===== config.mk =====
export PLATFORM = sky130hd
export DESIGN_NAME = sync_down_counter_flat
export DESIGN_NICKNAME = d
export VERILOG_FILES = /design/src/rtl/counter_pkg.sv /design/src/rtl/sync_down_counter_if.sv /design/src/rtl/jkff_sync.sv /design/src/rtl/sync_down_counter.sv /design/src/flat_wrapper.sv
export SDC_FILE = /design/constraint.sdc
export NUM_CORES = 1
export LEC_CHECK = 0
export ABC_AREA = 1
export CAP_MARGIN = 20
export CORE_AREA = 3 3 48 50
export CTS_CLUSTER_DIAMETER = 30
export DETAILED_ROUTE_END_ITERATION = 10
export DIE_AREA = 0 0 51 53
export PLACE_DENSITY = 0.73
export SYNTH_ARGS = -nofsm -noshare
export SYNTH_HDL_FRONTEND = slang
export SYNTH_HIERARCHICAL = 1
export SYNTH_SLANG_ARGS = --single-unit

===== constraint.sdc =====
create_clock -name clk -period 1.7 [get_ports clk]
set_input_delay 0.34 -clock clk [delete_from_list [all_inputs] [get_ports clk]]
set_output_delay 0.34 -clock clk [all_outputs]
set_load 0.05 [all_outputs]

===== src/rtl/counter_pkg.sv =====
// Shared definitions for the counter/flip-flop library.
//   cnt_state_t        : down-counter control state (IDLE, RUN, DONE)
//   CNT_WIDTH_DEFAULT  : default counter width in bits
package counter_pkg;

    typedef enum logic [1:0] {
        IDLE = 2'd0,
        RUN  = 2'd1,
        DONE = 2'd2
    } cnt_state_t;

    localparam int unsigned CNT_WIDTH_DEFAULT = 4;

endpackage


===== src/rtl/sync_down_counter_if.sv =====
// Control/status bundle of the loadable down-counter.
//   master : drives load, din, en, auto; observes q, qb, tc, busy, done
//   slave  : the counter side of the same signals
interface sync_down_counter_if
    import counter_pkg::*;
#(
    parameter int unsigned WIDTH = CNT_WIDTH_DEFAULT
);

    logic             load;
    logic [WIDTH-1:0] din;
    logic             en;
    logic             auto;
    logic [WIDTH-1:0] q;
    logic [WIDTH-1:0] qb;
    logic             tc;
    logic             busy;
    logic             done;

    modport master (
        output load, din, en, auto,
        input  q, qb, tc, busy, done
    );

    modport slave (
        input  load, din, en, auto,
        output q, qb, tc, busy, done
    );

endinterface


===== src/rtl/jkff_sync.sv =====
// JK flip-flop with synchronous active-high clear.
//   clk, clr : clock and synchronous clear (q=0, qb=1)
//   j, k     : 00 hold, 01 reset, 10 set, 11 toggle
//   q, qb    : true and complement outputs, both registered
module jkff_sync (
    input  logic clk,
    input  logic clr,
    input  logic j,
    input  logic k,
    output logic q,
    output logic qb
);

    always_ff @(posedge clk) begin
        if (clr) begin
            q  <= 1'b0;
            qb <= 1'b1;
        end else begin
            unique case ({j, k})
                2'b01: begin
                    q  <= 1'b0;
                    qb <= 1'b1;
                end
                2'b10: begin
                    q  <= 1'b1;
                    qb <= 1'b0;
                end
                2'b11: begin
                    q  <= ~q;
                    qb <= ~qb;
                end
                default: begin
                    q  <= q;
                    qb <= qb;
                end
            endcase
        end
    end

endmodule


===== src/rtl/sync_down_counter.sv =====
// Loadable synchronous down-counter / interval timer built from JK flops.
//   clk  : rising-edge clock
//   clr  : synchronous active-high clear (q=0, reload=0, IDLE)
//   bus  : slave side of sync_down_counter_if
//          load/din load count and reload value, en enables counting,
//          auto selects reload at terminal count; q/qb count, tc one-cycle
//          terminal pulse, busy in RUN, done in DONE.
module sync_down_counter
    import counter_pkg::*;
#(
    parameter int unsigned WIDTH = CNT_WIDTH_DEFAULT
) (
    input  logic                 clk,
    input  logic                 clr,
    sync_down_counter_if.slave   bus
);

    cnt_state_t       state_q;
    cnt_state_t       state_d;
    logic [WIDTH-1:0] reload_q;
    logic [WIDTH-1:0] reload_d;
    logic             tc_q;
    logic             tc_d;
    logic             busy_q;
    logic             done_q;
    logic [WIDTH-1:0] q_w;
    logic [WIDTH-1:0] qb_w;
    logic [WIDTH-1:0] j;
    logic [WIDTH-1:0] k;
    logic [WIDTH-1:0] low_zero;

    // Bit i of a decrement toggles when every bit below it is zero.
    always_comb begin
        low_zero = '0;
        for (int i = 0; i < int'(WIDTH); i++) begin
            low_zero[i] = ((q_w & ((WIDTH'(1) << i) - WIDTH'(1))) == '0);
        end
    end

    // Next state, terminal-count pulse and per-bit J/K drive.
    always_comb begin
        state_d  = state_q;
        tc_d     = 1'b0;
        reload_d = reload_q;
        j        = '0;
        k        = '0;
        if (bus.load) begin
            j        = bus.din;
            k        = ~bus.din;
            reload_d = bus.din;
            state_d  = (bus.din != '0) ? RUN : DONE;
        end else if ((state_q == RUN) && bus.en) begin
            if (q_w == WIDTH'(1)) begin
                tc_d = 1'b1;
                if (bus.auto) begin
                    // Reload directly from 1 so zero is never visible.
                    j = reload_q;
                    k = ~reload_q;
                end else begin
                    j       = '0;
                    k       = '1;
                    state_d = DONE;
                end
            end else begin
                j = low_zero;
                k = low_zero;
            end
        end
    end

    always_ff @(posedge clk) begin
        if (clr) begin
            state_q  <= IDLE;
            reload_q <= '0;
            tc_q     <= 1'b0;
            busy_q   <= 1'b0;
            done_q   <= 1'b0;
        end else begin
            state_q  <= state_d;
            reload_q <= reload_d;
            tc_q     <= tc_d;
            busy_q   <= (state_d == RUN);
            done_q   <= (state_d == DONE);
        end
    end

    // One JK flop per count bit; clr shares the synchronous clear.
    for (genvar g = 0; g < int'(WIDTH); g++) begin : g_bit
        jkff_sync u_ff (
            .clk (clk),
            .clr (clr),
            .j   (j[g]),
            .k   (k[g]),
            .q   (q_w[g]),
            .qb  (qb_w[g])
        );
    end

    assign bus.q    = q_w;
    assign bus.qb   = qb_w;
    assign bus.tc   = tc_q;
    assign bus.busy = busy_q;
    assign bus.done = done_q;

endmodule


===== src/flat_wrapper.sv =====
// flat-port wrapper written by rule: the top's interface ports become plain ports
module sync_down_counter_flat import counter_pkg::*;
#(
    parameter int unsigned WIDTH = CNT_WIDTH_DEFAULT
)
  (clk, clr, bus_load, bus_din, bus_en, bus_auto, bus_q, bus_qb, bus_tc, bus_busy, bus_done);
  sync_down_counter_if #(.WIDTH(WIDTH)) bus_i ();
  input  logic clk;
  input  logic clr;
  input wire logic [$bits(bus_i.load)-1:0] bus_load;
  input wire logic [$bits(bus_i.din)-1:0] bus_din;
  input wire logic [$bits(bus_i.en)-1:0] bus_en;
  input wire logic [$bits(bus_i.auto)-1:0] bus_auto;
  output wire logic [$bits(bus_i.q)-1:0] bus_q;
  output wire logic [$bits(bus_i.qb)-1:0] bus_qb;
  output wire logic [$bits(bus_i.tc)-1:0] bus_tc;
  output wire logic [$bits(bus_i.busy)-1:0] bus_busy;
  output wire logic [$bits(bus_i.done)-1:0] bus_done;
  assign bus_i.load = bus_load;
  assign bus_i.din = bus_din;
  assign bus_i.en = bus_en;
  assign bus_i.auto = bus_auto;
  assign bus_q = bus_i.q;
  assign bus_qb = bus_i.qb;
  assign bus_tc = bus_i.tc;
  assign bus_busy = bus_i.busy;
  assign bus_done = bus_i.done;
  sync_down_counter #(.WIDTH(WIDTH)) u_core (.clk(clk), .clr(clr), .bus(bus_i));
endmodule

# Yosys cells after proc, flatten, opt, wreduce, memory -nomap -nowiden
# Index checks and enable logic that the tools add are counted.
# word_totals
register_bits	17
wordCells	72
# classes
eq_ne	16
n_mux	22
n_bitwise	11
n_reduce_logical	10
# ops
operator	n
$mux 4	8
$pmux 1 s3	8
$eq 2x2->1 const B	9
$eq 2x1->1 const B	6
$logic_not 4->1	3
$reduce_bool 3->1	4
$mux 2	5
$not 1->1	9
$not 4->4	2
$eq 4x1->1 const B	1
$reduce_bool 4->1	1
$reduce_or 3->1	1
$logic_and 1x1->1	1
$mux 1	1

# Longest topological paths before layout
# Gate-level depths: netlist (run 1).
# depth
depth_word	7
mapped_depth	10

# By module
# Netlist (run 1), hierarchy kept.
# by_module_without_submodules
module	instances	cells_each	area_each_um2
sync_down_counter	1	87	581.8
jkff_sync	4	12	78.8

# Worst setup path after synthesis (run 1)
# OpenSTA, ideal clock, no wires.
# synth_timing
kind	flip-flop to flip-flop
from	reg u_core.g_bit[0].u_ff.q
to	reg u_core.g_bit[1].u_ff.q
arrival_time_ps	1477
required_time_ps	1585
slack_ps	109
path_stages_with_launch	10
n_path_buf	0
period_less_slack_ps	1591
path_cell_list	dfxtp_1 -> nand2_2 -> nor2_4 -> inv_2 -> nand2_1 -> nand4_1 -> o21ai_0 -> nand2_1 -> nand2_1 -> nor2_1
# synth_between
elab_chain_cells	6
# synth_rtl
element	line_no	rtl
from (decl)	jkff_sync.sv:10	output logic q,
from (signal assigned)	jkff_sync.sv:29	q <= ~q;
from (signal assigned)	jkff_sync.sv:33	q <= q;
$eq 4x1->1 or $logic_not 4->1 (tied branches)	sync_down_counter.sv:53, sync_down_counter.sv:36	
$mux 4 *	sync_down_counter.sv:53	if (q_w == WIDTH'(1)) begin
$mux 4 *	sync_down_counter.sv:52	end else if ((state_q == RUN) && bus.en) begin
$mux 4 *	sync_down_counter.sv:47	if (bus.load) begin
net u_core.k[1]	sync_down_counter.sv:29	logic [WIDTH-1:0] k;
$eq 2x2->1 or $eq 2x1->1 (tied branches)	jkff_sync.sv:19	unique case ({j, k})
$pmux 1 s3 or $reduce_bool 3->1 (tied branches)	n/a	
to (signal assigned)	jkff_sync.sv:29	
to (signal assigned)	jkff_sync.sv:33	
to (decl)	jkff_sync.sv:10	
# Mark *: on every way through the listed nets, which the timed path passes. The rest lies on a longest branch.
# A chain may end at the register's enable or synchronous reset.

# Worst setup path in the final report (run 1)
# layout_timing
from	reg u_core.g_bit[0].u_ff.q
to	reg u_core.g_bit[2].u_ff.qb
# layout_between
elab_chain_cells	6
# layout_rtl
element	line_no	rtl
$eq 4x1->1 or $logic_not 4->1 (tied branches)	sync_down_counter.sv:53, sync_down_counter.sv:36	
$mux 4 *	sync_down_counter.sv:53	
$mux 4 *	sync_down_counter.sv:52	
$mux 4 *	sync_down_counter.sv:47	
net u_core.j[2]	sync_down_counter.sv:28	logic [WIDTH-1:0] j;
$eq 2x2->1 or $eq 2x1->1 (tied branches)	jkff_sync.sv:19	
$pmux 1 s3 or $reduce_bool 3->1 (tied branches)	n/a	
to (signal assigned)	jkff_sync.sv:30	qb <= ~qb;
to (signal assigned)	jkff_sync.sv:34	qb <= qb;
to (decl)	jkff_sync.sv:11	output logic qb
# Marked as above.

==> summary.md, run 1 <==
| Metric | Value |
|---|---|
| Setup bufs post-CTS | 0 |
| Mapped Cells | 135 |
| RSZ-0062 raised after global routing | false |
| Fin crit share | 86.3% |
| Post-route ant nets | 0 |
| Worst Tran Pin Value | 0.300 ns |
| Total CTS buffers | 3 |
| First-pass GRT wire length | roughly 3300 um |
| HP Start | u_core/reload_q[1]$_SDFFE_PP0P_ |
| Vias | about 900 |
| FF+latch count, synth | 17 |
| Max Slew Vio Count | 0 |
| H-tree depth | 1 |
| Crit path time final | roughly 1.5 ns |
| Post-layout net count | 171 |
| Syn nets | 144 |
| Drt total wl | 1980 um |
| Setup tns final | 0 ns |
| Pin count of the biggest net entering global routing | 11 |
| Top layer in use | met4 |
| Max cap viols | 0 |
| Initial antenna violation count | 0 |
| Hold Path Class | reg -> reg |
| FF-to-FF Start | u_core/g_bit[0].u_ff/q$_SDFFE_PP0P_ |
| Synth warn | 6 |
| Status | finished, final reports clean |
| Post-CTS Hold Buffers | 0 |
| Final worst slack | about 0.23 ns |
| Critical Path Source Type | flip-flop |
| WL met1 | ~880 um |
| Hold Crit Depth | 2 |
| Met2 wire len | 956 um |
| Core area | between 0.0015 and 0.002 mm^2 |
| Clk pin slew, worst setup/hold paths | 0.10 ns |
| Area growth syn-to-layout | 26.6% |
| Die area | 0.00270 mm^2 |
| Die X | 51 um |
| Routability cong. | 0.826 |
| Cell Area, Synth | ~900 um^2 |
| Avg Synthesized Cell Area | 6.65 um^2 |
| Share of layout cells above drive strength 1 | 23.0% |
| DRC | 0 |
| Hold violation count in the final report | 0 |
| WL met3 | around 110 um |
| Top-Level Pins | 20 |
| Gr usage total | ~17% |
| Crit path DAT | 1.65 ns |
| Post-CTS sizing | 0 |
| Initial DRC count | 18 |
| Total gr overflow | 0 |
| Worst r2r dst | u_core/g_bit[2].u_ff/qb$_SDFFE_PP1P_ |
| Count of cell types in the netlist | 19 |
| Setup Viol. Count Final | 0 |
| Crit path kind | reg -> reg |
| CTS tree | yes |
| Pre-CTS WS | 0.00994 ns |
| # fillers | 201 |
| CP Max Fanout | 8 |
| Post-DP HPWL | 1570 um |
| Longest Clk Path Bufs | 2 |
| CP Capture Type | flip-flop |
| # rows | 16 |
| Crit path required time | 1.88 ns |
| First-pass iteration count of the detailed router | 5 |
| Clock skew | roughly 0.0063 ns |
| Die Ht | 53 um |
| Buffers on Ports | 19 |
| Worst Reg-to-Reg Cells | 9 |
| LEAKAGE | 0.596 nW |
| R2R setup slack | 0.23 ns |
| Slew HR | 79.9% |
| PwrDens | roughly 800 mW/mm^2 |
| Vias in the first global route | 802 |
| Post-synthesis sequential area ratio | 37.9% |
| Clock sink count | 17 |
| Max VDD drop | 0.000538 V |
| Worst-Skew Late Latency | 0.29 ns |
| Fin util | around three fifths |
| CTS root buf | clkbuf_4 |
| WL per Instance | roughly 11 um |
| Max Clk Rate | 682 MHz |
| Ant. Diodes | 0 |
| Starting Density | 46.2% |
| WHS Endpoint | u_core/reload_q[1]$_SDFFE_PP0P_ |
| Vias per cell | 4.77 |
==> power by group <==
group	switching [W]	total (W)	internal (W)
Sequential	0.0000224	0.000447	0.000425
Combinational	0.000160	0.000245	0.0000857
Clock	0.000129	0.000216	0.0000876
Total	0.000311	0.000909	0.000598
==> Yosys cell counts <==
cell     number  area, um^2
a21oi_1       6        30.0
buf_6         2        22.5
dfxtp_1      17         340
inv_1        24        90.1
inv_2         5        18.8
nand2_1      34         128
nand2_2       7        43.8
nand3_1       9        45.0
nand3_2       1        10.0
nand4_1       3        18.8
nand4_4       1        21.3
nor2_1       11        41.3
nor2_2        2        12.5
nor2_4        1        11.3
nor3_1        1        5.00
o21ai_0       5        25.0
o21ai_1       3        15.0
o22ai_1       2        12.5
or2_1         1        6.26
==> cell families after synthesis <==
| group | Yosys count | share of synthesized area, % |
|---|---|---|
| AO/OA/AOI/OAI | 16 | 9.20 |
| buffers and inverters | 31 | 14.6 |
| flip-flops | 17 | 37.9 |
| AND/OR/NAND/NOR | 71 | 38.2 |
==> state kept, by name, summed over array words and instances, names as in the netlist <==
| name | cells |
|---|---|
| u_core/bus.tc | 1 |
| u_core/reload_q | 4 |
| u_core/bus.busy | 1 |
| u_core/g_bit.u_ff/q | 4 |
| u_core/g_bit.u_ff/qb | 4 |
| u_core/state_q | 2 |
| u_core/bus.done | 1 |
==> critical path, stage by stage, from the launching register on <==
cell	delay (ns)
dfxtp_1	0.46
nand2_2	0.11
nor2_4	0.18
inv_2	0.10
nand2_1	0.09
nand2_1	0.06
o21ai_1	0.18
inv_1	0.06
nand2_1	0.06
nand3_1	0.06
==> layer usage <==
layer  GRT usage (%)  vias to the layer above
li1                -                      471
met1            18.6                      395
met2            28.5                       26
met3            3.94                        4
met4            9.42                        0
met5               0                        -
==> per-stage QoR <==
step | area (um^2) | power [W] | hold slack [ns] | cells
after detailed placement | 1110 | 0.000702 | 0.471 | 184
after CTS | 1140 | 0.000924 | 0.491 | 188
after global routing | 1140 | 0.000961 | 0.518 | 188
after global placement | 1110 | 0.000697 | 0.461 | 184
after floorplan | 897 | 0.000622 | 0.409 | 135
final | 1140 | 0.000909 | 0.490 | 188
==> placed cells by master, fill, tap and decap left out, drive strengths merged <==
| cell | Yosys | final |
|---|---|---|
| nand4 | 4 | 4 |
| buf | 2 | 16 |
| or2 | 1 | 1 |
| nand3 | 10 | 10 |
| a21oi | 6 | 6 |
| clkdlybuf4s50 | 0 | 8 |
| o21ai | 8 | 8 |
| clkinv | 0 | 1 |
| nor2 | 14 | 14 |
| nor3 | 1 | 1 |
| clkbuf | 0 | 3 |
| dfxtp | 17 | 17 |
| nand2 | 41 | 41 |
| o22ai | 2 | 2 |
| inv | 29 | 29 |
==> final cells by class <==
cell class,count,area [um^2],area share [%]
Multi-Input combinational cell,87,425,37.4
Sequential cell,17,340,30.0
Timing Repair Buffer,24,200,17.6
Inverter,29,109,9.58
Tap cell,27,33.8,2.97
Clock buffer,3,22.5,1.98
Clock inverter,1,5.00,0.441
==> worst max path at each step <==
stage	from	endpoint	slack (ns)	cells after the start
3_5_place_dp	bus_en	u_core/g_bit[3].u_ff/qb$_SDFFE_PP1P_	0.01	10
6_report	u_core/g_bit[0].u_ff/q$_SDFFE_PP0P_	u_core/g_bit[2].u_ff/qb$_SDFFE_PP1P_	0.23	9
4_1_cts	u_core/g_bit[0].u_ff/q$_SDFFE_PP0P_	u_core/g_bit[2].u_ff/qb$_SDFFE_PP1P_	0.24	9
2_1_floorplan	u_core/g_bit[0].u_ff/q$_SDFFE_PP0P_	u_core/g_bit[1].u_ff/q$_SDFFE_PP0P_	0.11	9
5_1_grt	u_core/g_bit[0].u_ff/q$_SDFFE_PP0P_	u_core/g_bit[2].u_ff/qb$_SDFFE_PP1P_	0.1	9
3_3_place_gp	bus_en	u_core/g_bit[3].u_ff/qb$_SDFFE_PP1P_	0.05	10
No activity file was read; power rests on OpenSTA's default activity.
==> run 2: changes to the inputs <==
--- a/config.mk
+++ b/config.mk
@@ -12,6 +12,7 @@
 export DETAILED_ROUTE_END_ITERATION = 10
 export DIE_AREA = 0 0 51 53
 export PLACE_DENSITY = 0.73
+export SLEW_MARGIN = 20
 export SYNTH_ARGS = -nofsm -noshare
 export SYNTH_HDL_FRONTEND = slang
 export SYNTH_HIERARCHICAL = 1
==> results of run 2 <==
No change in the layout: final DEF, timing and power equal those of run 1.
==> run 3: changes to the inputs <==
--- a/config.mk
+++ b/config.mk
@@ -11,6 +11,7 @@
 export CTS_CLUSTER_DIAMETER = 30
 export DETAILED_ROUTE_END_ITERATION = 10
 export DIE_AREA = 0 0 51 53
+export GPL_TIMING_DRIVEN = 0
 export PLACE_DENSITY = 0.73
 export SLEW_MARGIN = 20
 export SYNTH_ARGS = -nofsm -noshare
==> run 3 against run 2 <==
Non-clock buffer count shrank 4. Highest routed layer is now met3. Worst setup slack worse by 0.17 ns. Clock power is essentially flat. Largest power group unchanged.
==> summary.md, run 3 (same netlist as run 1, synthesis figures left out) <==
| Metric | Value |
|---|---|
| Combinational group share of total power | 26.3% (-0.7 points) |
| PwrDens | 801 mW/mm^2 (+0.18%) |
| Vias in the first global route | 863 (+7.6%) |
| Sw Pwr | 0.000310 W (-0.33%) |
| Max cap viols | 0 (unchanged) |
| Max Clk Rate | 612 MHz (-10%) |
| Crit path DAT | 1.29 ns (-0.36 ns) |
| Most common cell after layout, fill and taps aside | nand2_1 |
| Routability cong. | 0.801 (-3.1%) |
| Longest Clk Path Bufs | 2 (unchanged) |
| Post-route cell area | 0.00112 mm^2 (-1.1%) |
| Hold Path Class | reg -> reg |
| Total CTS buffers | 3 (unchanged) |
| Post-CTS Hold Buffers | 0 (unchanged) |
| R2R setup slack | 0.26 ns (+0.03 ns) |
| WL per Instance | 11.3 um (+7.4%) |
| Starting Density | 46.2% (unchanged) |
| Crit path time final | 1.63 ns (+0.167 ns) |
| Crit path kind | reg -> out |
| Crit path required time | 1.36 ns (-0.52 ns) |
| Clk pin slew, worst setup/hold paths | 0.10 ns (about the same) |
| Die area | 0.00270 mm^2 (unchanged) |
| Post-route ant nets | 0 (unchanged) |
| Slew HR | 67.3% (-13 points) |
| Die X | 51 um (unchanged) |
| Clock skew | 0.00120 ns (-0.00513 ns) |
| CTS tree | yes |
| Total gr overflow | 0 (unchanged) |
| Post-layout net count | 167 (-2.3%) |
| LEAKAGE | 0.587 nW (-1.4%) |
| Worst-Skew Late Latency | 0.28 ns (about the same) |
| Sequential share of power | 49.6% (+0.4 points) |
| Placed cells | 180 (-2.2%) |
| H-tree depth | 1 (unchanged) |
| Share of layout cells above drive strength 1 | 14.0% (-9.0 points) |
| First-pass GRT wire length | 3480 um (+4.8%) |
| Core area | 0.00194 mm^2 (unchanged) |
| Vias per cell | 4.93 (+3.4%) |
| Status | finished, final reports clean |
| Hold Crit Depth | 2 (unchanged) |
| CP Capture Type | primary output |
| Ant. Diodes | 0 (unchanged) |
| Worst Path Buf+Inv | 1 (-1) |
| Most frequent cells in the layout | nand2_1 (34), inv_1 (24), dfxtp_1 (17) |
| Final Total Pwr | 0.000900 W (-0.93%) |
| Area growth syn-to-layout | 25.2% |
| Worst Reg-to-Reg Cells | 9 (unchanged) |
| CTS root buf | clkbuf_4 |
| Sw Share | 34.4% (+0.21 points) |
| Post-DP HPWL | 1610 um (+2.8%) |
| Worst Tran Pin Value | 0.493 ns (+0.193 ns) |
| Max Slew Vio Count | 0 (unchanged) |
| Post-route insts no fill | 184 (-2.1%) |
| Family with the most delay on the worst path | buffers and inverters |
| Fin util | 57.9% (-0.64 points) |
| Clock sink count | 17 (unchanged) |
| Pin count of the biggest net entering global routing | 11 (unchanged) |
| Top-Level Pins | 20 (unchanged) |
| Stages on the worst setup path | 1 (-8) |
| DRC | 0 (unchanged) |
| Max VDD drop | 0.000662 V (+23%) |
| RSZ-0062 raised after global routing | false |
| Buffers on Ports | 18 (-1) |
| Critical Path Max Stage Delay | 0.56 ns (+0.10 ns) |
| Gr usage total | 16.7% (+0.11 points) |
| Placed Area | 0.00111 mm^2 (+0.23%) |
| Initial DRC count | 31 (+13) |
| Die Ht | 53 um (unchanged) |
| Slowest cell on the critical path | dlygate4sd2_1 |
| Hold violation count in the final report | 0 (unchanged) |
| CP cell instances | dlygate4sd2_1 |
| Critical Path Source Type | flip-flop |
| # rows | 16 (unchanged) |
| Vias | 907 (+1.2%) |
| Drt total wl | 2080 um (+5.1%) |
| Hold_ws | 0.487 ns (-0.00314 ns) |
| First-pass iteration count of the detailed router | 4 (-1) |
| Setup Viol. Count Final | 0 (unchanged) |
| CP Max Fanout | 6 (-2) |
| Top Registers | u_core/g_bit.u_ff/q: 4 flops, u_core/g_bit.u_ff/qb: 4 flops, u_core/reload_q: 4 flops |
| Fin crit share | 96.1% (+9.8 points) |
| Initial antenna violation count | 0 (unchanged) |
| Clock power share | 24.2% (+0.4 points) |
| Internal power | 0.000591 W (-1.2%) |
run 3: path summary, 6_finish.rpt:
kind	startpoint	endpoint
max	u_core/g_bit[0].u_ff/q$_SDFFE_PP0P_	bus_q[0]
min	u_core/g_bit[1].u_ff/qb$_SDFFE_PP1P_	u_core/g_bit[1].u_ff/qb$_SDFFE_PP1P_
max reg2reg	u_core/g_bit[0].u_ff/q$_SDFFE_PP0P_	u_core/g_bit[2].u_ff/qb$_SDFFE_PP1P_
min reg2reg	u_core/g_bit[1].u_ff/qb$_SDFFE_PP1P_	u_core/g_bit[1].u_ff/qb$_SDFFE_PP1P_
run 3: power by group through the flow:
stage                     Sequential [W]  Clock [W]  Combinational, W
after floorplan                 0.000517          0          0.000105
after global placement          0.000454          0          0.000242
after detailed placement        0.000456          0          0.000249
after CTS                       0.000446   0.000220          0.000237
after global routing            0.000451   0.000235          0.000256
final                           0.000446   0.000217          0.000237
run 3: layout make-up:
type                            instances  area (um^2)
Sequential cell                        17          340
Multi-Input combinational cell         87          425
Fill cell                             197          818
Buffer                                  2         22.5
Inverter                               29          109
Tap cell                               27         33.8
Clock buffer                            4         26.3
Timing Repair Buffer                   18          166
run 3: metrics by stage:
stage | setup TNS (ns) | worst slack [ns]
after global routing | 0 | 0.0137
final | 0 | 0.0668
after global placement | -0.512 | -0.145
after detailed placement | -0.635 | -0.152
after floorplan | 0 | 0.109
after CTS | 0 | 0.0620
run 3: repair_timing:
item,in CTS,in global routing
resized for setup,11,0
endpoints found under the setup margin,11,0
buffers inserted,0,0
run 3: layer usage:
metal	GRT usage, %	vias up	wire length (um)
met5	0	-	0
met1	20.6	416	966
met4	5.38	0	0
met2	29.4	29	1020
met3	2.54	0	93
li1	-	462	-
